==> src/rtl/mux_n_arb.sv <==
`default_nettype none
// ============================================================================
//  Module   : mux_n_arb
//  Purpose  : N-channel registered mux with valid/ready handshakes and a
//             selectable fixed-select / round-robin arbitration mode.
//  Revision : 1.0 - initial release
// ============================================================================
module mux_n_arb #(
    parameter int N  = 3,
    parameter int W  = 8,
    parameter int SW = $clog2(N)
) (
    input  logic           clk,
    input  logic           reset_n,
    input  logic           mode,
    input  logic [SW-1:0]  S,
    input  logic [N*W-1:0] in_data,
    input  logic [N-1:0]   in_valid,
    output logic [N-1:0]   in_ready,
    output logic [W-1:0]   out_data,
    output logic           out_valid,
    input  logic           out_ready,
    output logic [SW-1:0]  out_ch
);

    localparam logic [SW:0]  c_n_chan = (SW + 1)'(N);
    localparam int unsigned  c_n_u    = N;

    logic [SW-1:0] r_ptr;
    logic [SW-1:0] r_out_ch;
    logic [W-1:0]  r_out_data;
    logic          r_out_valid;

    logic          w_accept;
    logic          w_cand_ok;
    logic          w_grant;
    logic          w_rr_found;
    logic [SW-1:0] w_cand;
    logic [SW-1:0] w_rr_idx;
    logic [SW-1:0] w_scan_idx;
    logic [W-1:0]  w_sel_data;

    // Operands never exceed 2N-2, so a single conditional subtract is a full mod N.
    function automatic logic [SW-1:0] f_wrap(input int unsigned v);
        return (v >= c_n_u) ? SW'(v - c_n_u) : SW'(v);
    endfunction

    always_comb begin
        w_rr_found = 1'b0;
        w_rr_idx   = '0;
        w_scan_idx = '0;
        for (int k = 0; k < N; k++) begin
            w_scan_idx = f_wrap(32'(r_ptr) + 32'(k));
            if (!w_rr_found && in_valid[w_scan_idx]) begin
                w_rr_found = 1'b1;
                w_rr_idx   = w_scan_idx;
            end
        end
    end

    always_comb begin
        w_cand    = '0;
        w_cand_ok = 1'b0;
        w_accept  = !r_out_valid || out_ready;
        if (mode) begin
            w_cand    = w_rr_idx;
            w_cand_ok = w_rr_found;
        end else begin
            w_cand    = S;
            w_cand_ok = ({1'b0, S} < c_n_chan);
        end
        w_grant = w_accept && w_cand_ok && in_valid[w_cand];
        // in_ready must stay low through an asserted reset even though accept is high.
        in_ready = '0;
        if (w_grant && reset_n) begin
            in_ready[w_cand] = 1'b1;
        end
    end

    assign w_sel_data = in_data[w_cand * W +: W];

    always_ff @(posedge clk or negedge reset_n) begin
        if (!reset_n) begin
            r_ptr       <= '0;
            r_out_ch    <= '0;
            r_out_data  <= '0;
            r_out_valid <= 1'b0;
        end else begin
            if (w_grant) begin
                r_out_data  <= w_sel_data;
                r_out_ch    <= w_cand;
                r_out_valid <= 1'b1;
                if (mode) begin
                    r_ptr <= f_wrap(32'(w_cand) + 32'd1);
                end
            end else if (out_ready) begin
                r_out_valid <= 1'b0;
            end
        end
    end

    assign out_data  = r_out_data;
    assign out_valid = r_out_valid;
    assign out_ch    = r_out_ch;

endmodule
`default_nettype wire

==> config.mk <==
export PLATFORM = sky130hd
export DESIGN_NAME = mux_n_arb
export DESIGN_NICKNAME = d
export VERILOG_FILES = /design/src/rtl/mux_n_arb.sv
export SDC_FILE = /design/constraint.sdc
export NUM_CORES = 1
export LEC_CHECK = 0
export CAP_MARGIN = 0
export CORE_AREA = 2 2 56 58
export CTS_CLUSTER_DIAMETER = 40
export DETAILED_ROUTE_END_ITERATION = 7
export DIE_AREA = 0 0 58 60
export PLACE_DENSITY = 0.79
export SYNTH_ARGS = -nofsm -noshare
export SYNTH_HDL_FRONTEND = slang
export SYNTH_SLANG_ARGS = --single-unit
==> constraint.sdc <==
create_clock -name clk -period 3 [get_ports clk]
set_input_delay 0.45 -clock clk [delete_from_list [all_inputs] [get_ports clk]]
set_output_delay 0.45 -clock clk [all_outputs]
set_load 0.02 [all_outputs]
==> results.txt <==
The run finished with clean final reports. The effective utilization at floorplan came out at 40.56%. The CTS tree is yes. The share of final-layout standard cells stronger than drive strength 1 is 35.12%. The synthesized netlist cell count is 128. The share of synthesized registers carrying an async set or reset came out at 100.0%. The share of total power dissipated in sequential elements is 19.6%. The global-route wire length before repair came out at 5844 um.

When the netlist entered floorplanning its net count stood at 166. The number of enable flip-flop cells after synthesis came out at 0. In the final timing run, aggregate negative setup slack is 0 ps.

The count of nets left with antenna violations after detail routing came out at 0. The kind of capture point of the worst setup path is an output pin. By area the synthesized netlist is led by sky130_fd_sc_hd__dfrtp_1 28%, sky130_fd_sc_hd__o221a_1 7.7%, sky130_fd_sc_hd__nor4b_1 6.7%.

The via count came out at 1341. The number of global-route vias before repair is 1290. The setup slack after layout came out at 12.04 ps. The number of DRC markers in iteration 0 came out at 38. Entering global routing, the biggest net connects 14 pins. At the end of routability-driven placement, the weighted congestion stood at 0.9367.

Setup repair after global routing could not meet its margin everywhere. For the pin with the worst max-slew slack, the measured transition is 498.9 ps. Between clock sinks in the finished design, the worst skew comes to 2.194 ps. The slack of the worst reg-to-reg path came out at 130 ps. The number of buffers created by CTS is 3. sky130_fd_sc_hd__dfrtp_1 takes more of the synthesized area than any other cell. After detailed routing, the number of vias per cell comes to 5.634. STA classifies the critical path startpoint as a flip-flop. The initialized floorplan defines 20 standard-cell rows. In this run the count of I/O pins placed on the die edge is 47.

Per report_power, the combinational group accounts for 73.7% of the total. The maximum root-to-sink buffer count is 2. Final hold analysis gives a worst-case slack of 513.6 ps. The launch instance of the worst register-to-register path is r_ptr[1]. At the worst endpoint, the arrival time is 2540 ps.

The count of cell types in the netlist came out at 43. The worst slack at placement came out at -363.1 ps. In the final layout, flip-flops and latches occupy 326.6 um2.

The total leakage power is 0.7905 nW. The signed area change from the synthesized netlist to the final layout came out at 74.07%. A synthesized cell averages 9.198 um2.

The leftover overflow at the end of global routing came out at 0. The final number of hold-violating endpoints is 0. The horizontal die dimension came out at 58 um. During synthesis, Yosys emitted a total of 0 warnings.

The shortest period the worst path allows came out at 2988 ps. The tool flagged a number of max-cap violations equal to 0. The path class of the tightest hold or removal check is reg2reg. The power share of the clock group came out at 6.7%.

After legalization and detailed placement, the total HPWL measured 2885 um. The power per unit of standard cell area came out at 808.6 mW/mm2. The critical path start-end classification is reg2out. After clock tree synthesis, the clock-pin slew on the worst setup and hold paths is 80 ps.

The total of hold buffers inserted after clock tree synthesis is 0. The die is 60 um tall. The fraction of power spent switching nets came out at 43.10%.

The total net switching power came out at 0.0007142 W. The critical hold path startpoint is out_ch[1]. The number of inserted diodes is 0. The area share of the largest cell type after synthesis is 27.63%.

The part of the Yosys area used for sequential elements came out at 27.63%. The number of setup violations in the final report came out at 0. Counting flops and latches in the post-synthesis netlist gives 13. The required time of the critical path is 2550 ps. In the routed design, unresolved DRC markers number 0. The H-tree depth came out at 1. The number of max-slew violations in the final report was 0.

After synthesis, the most frequently instantiated cells are 13 x sky130_fd_sc_hd__dfrtp_1, 11 x sky130_fd_sc_hd__a21oi_1, 10 x sky130_fd_sc_hd__nand2b_1, 10 x sky130_fd_sc_hd__o21ai_0, 9 x sky130_fd_sc_hd__nor4b_1. The net count of the finished layout is 244. The highest ir drop seen on vdd came out at 0.6046 mV. The most repeated cell in the gate-level netlist after synthesis is sky130_fd_sc_hd__dfrtp_1. The full die area is 0.003480 mm2. The clock sink count came out at 13. The hold-critical path depth is 2. The synthesized netlist occupies a cell area of 0.001177 mm2.

The area of the multi-input gates is 905.9 um2. The achievable frequency is 334.7 MHz. The cell-internal power is 0.0009430 W. The number of antenna violations at the first check in global routing is 0. In the global route stage, overall resource usage came out at 22.20%.

The number of cells on the worst reg-to-reg path is 10. Counting the fill cells in the layout gives 224. The most used flip-flop cell after synthesis is sky130_fd_sc_hd__dfrtp_1. The part of the cycle the worst path needs is 99.60%. Headroom to the max-slew limit came out at 66.74%.

The maximum fanout along the worst path came out at 5. The master cell of the clock root buffer is sky130_fd_sc_hd__clkbuf_4. The number of detailed-route iterations in the first pass came out at 4.

The insertion delay to the later sink of the worst-skew pair is 280 ps. Tracing the worst setup path back leads to its startpoint at r_ptr[1]. Dividing the detail-routed wire length by the instance count gives 17.65 um.

The final layout contains routed wiring with a total length of 4201 um. In this run the tool buffered the top-level ports with 46 buffer cells. The area of the core is 0.002903 mm2.
-- cell usage in the layout (no fill, tap or decap), types with 4 or more instances in the layout --
master and count:
sky130_fd_sc_hd__dfrtp_1 12, sky130_fd_sc_hd__buf_4 34, sky130_fd_sc_hd__nor4b_1 8, sky130_fd_sc_hd__a21oi_1 8, sky130_fd_sc_hd__clkdlybuf4s50_1 43, sky130_fd_sc_hd__nand2_1 4, sky130_fd_sc_hd__nand2b_1 10, sky130_fd_sc_hd__o21ai_0 8
sky130_fd_sc_hd__inv_1 6, sky130_fd_sc_hd__o221a_1 8
-- layout make-up --
class	instances	area share, %
multi-input combinational	100	44.20
timing repair buffer	80	35.10
sequential	13	15.93
tap	33	2.015
inverter	8	1.465
clock buffer	4	1.282
-- power by group through the flow --
stage	logic, W	registers (W)	clock network, W
6_report	0.00122	0.000325	0.000111
5_1_grt	0.00131	0.000335	0.000123
4_1_cts	0.00102	0.000314	0.000111
3_5_place_dp	0.000964	0.000319	0
3_3_place_gp	0.000932	0.000315	0
2_1_floorplan	0.000480	0.000397	0
-- worst paths after layout --
check,to
max,in_ready[2]
min,out_ch[1]
max reg2reg,out_data[7]
min reg2reg,out_ch[1]
max in group asynchronous,r_ptr[0]
min in group asynchronous,out_data[6]
-- per-stage QoR --
| stage | std cells | total power [W] | utilization (%) | area, um2 |
|---|---|---|---|---|
| 6_report | 238 | 0.001657 | 70.60 | 2049 |
| 5_1_grt | 238 | 0.001764 | 70.60 | 2049 |
| 4_1_cts | 229 | 0.001445 | 64.83 | 1882 |
| 3_5_place_dp | 224 | 0.001283 | 62.54 | 1815 |
| 3_3_place_gp | 224 | 0.001246 | 62.54 | 1815 |
| 2_1_floorplan | 128 | 0.0008766 | - | 1189 |
-- metal layers --
| layer | share of wire (%) | track usage [%] | up-vias |
|---|---|---|---|
| met5 | 0 | 0 | - |
| met4 | 1.9 | 11.63 | 0 |
| met3 | 2.6 | 1.515 | 6 |
| met2 | 53 | 39.29 | 40 |
| met1 | 43 | 26.99 | 642 |
| li1 | - | - | 653 |
-- sequential cells by signal, indices dropped and copies added, names as in the netlist --
register	count
out_valid	1
out_ch	2
r_ptr	2
out_data	8
-- worst max-delay path, cell delays in order, from the launching register on --
cell and delay (ps):
sky130_fd_sc_hd__dfrtp_1 390, sky130_fd_sc_hd__inv_2 80, sky130_fd_sc_hd__buf_6 120, sky130_fd_sc_hd__ha_4 150
sky130_fd_sc_hd__nand3b_1 320, sky130_fd_sc_hd__buf_4 240, sky130_fd_sc_hd__o21a_1 100, sky130_fd_sc_hd__and4_1 170
sky130_fd_sc_hd__o211ai_1 250, sky130_fd_sc_hd__and2_4 240, sky130_fd_sc_hd__a21oi_2 70, sky130_fd_sc_hd__buf_6 130
-- timing repair --
action                                  4_1_cts  5_1_grt
endpoints found under the setup margin        3        3
hold endpoints to repair                      0        0
buffers inserted                              1        9
pin swaps                                     2        7
gates resized for setup                      19       29
-- logic make-up after synthesis --
kind of cell             count (synthesis)  synth area share, %
AO/OA/AOI/OAI                           50                33.05
AND/OR/NAND/NOR                         40                22.42
buffers and inverters                   15                7.226
flip-flops                              13                27.63
multiplexers                             5                4.357
adder cells (fa/ha/maj)                  5                5.313
(Power assumes the default switching activity.)
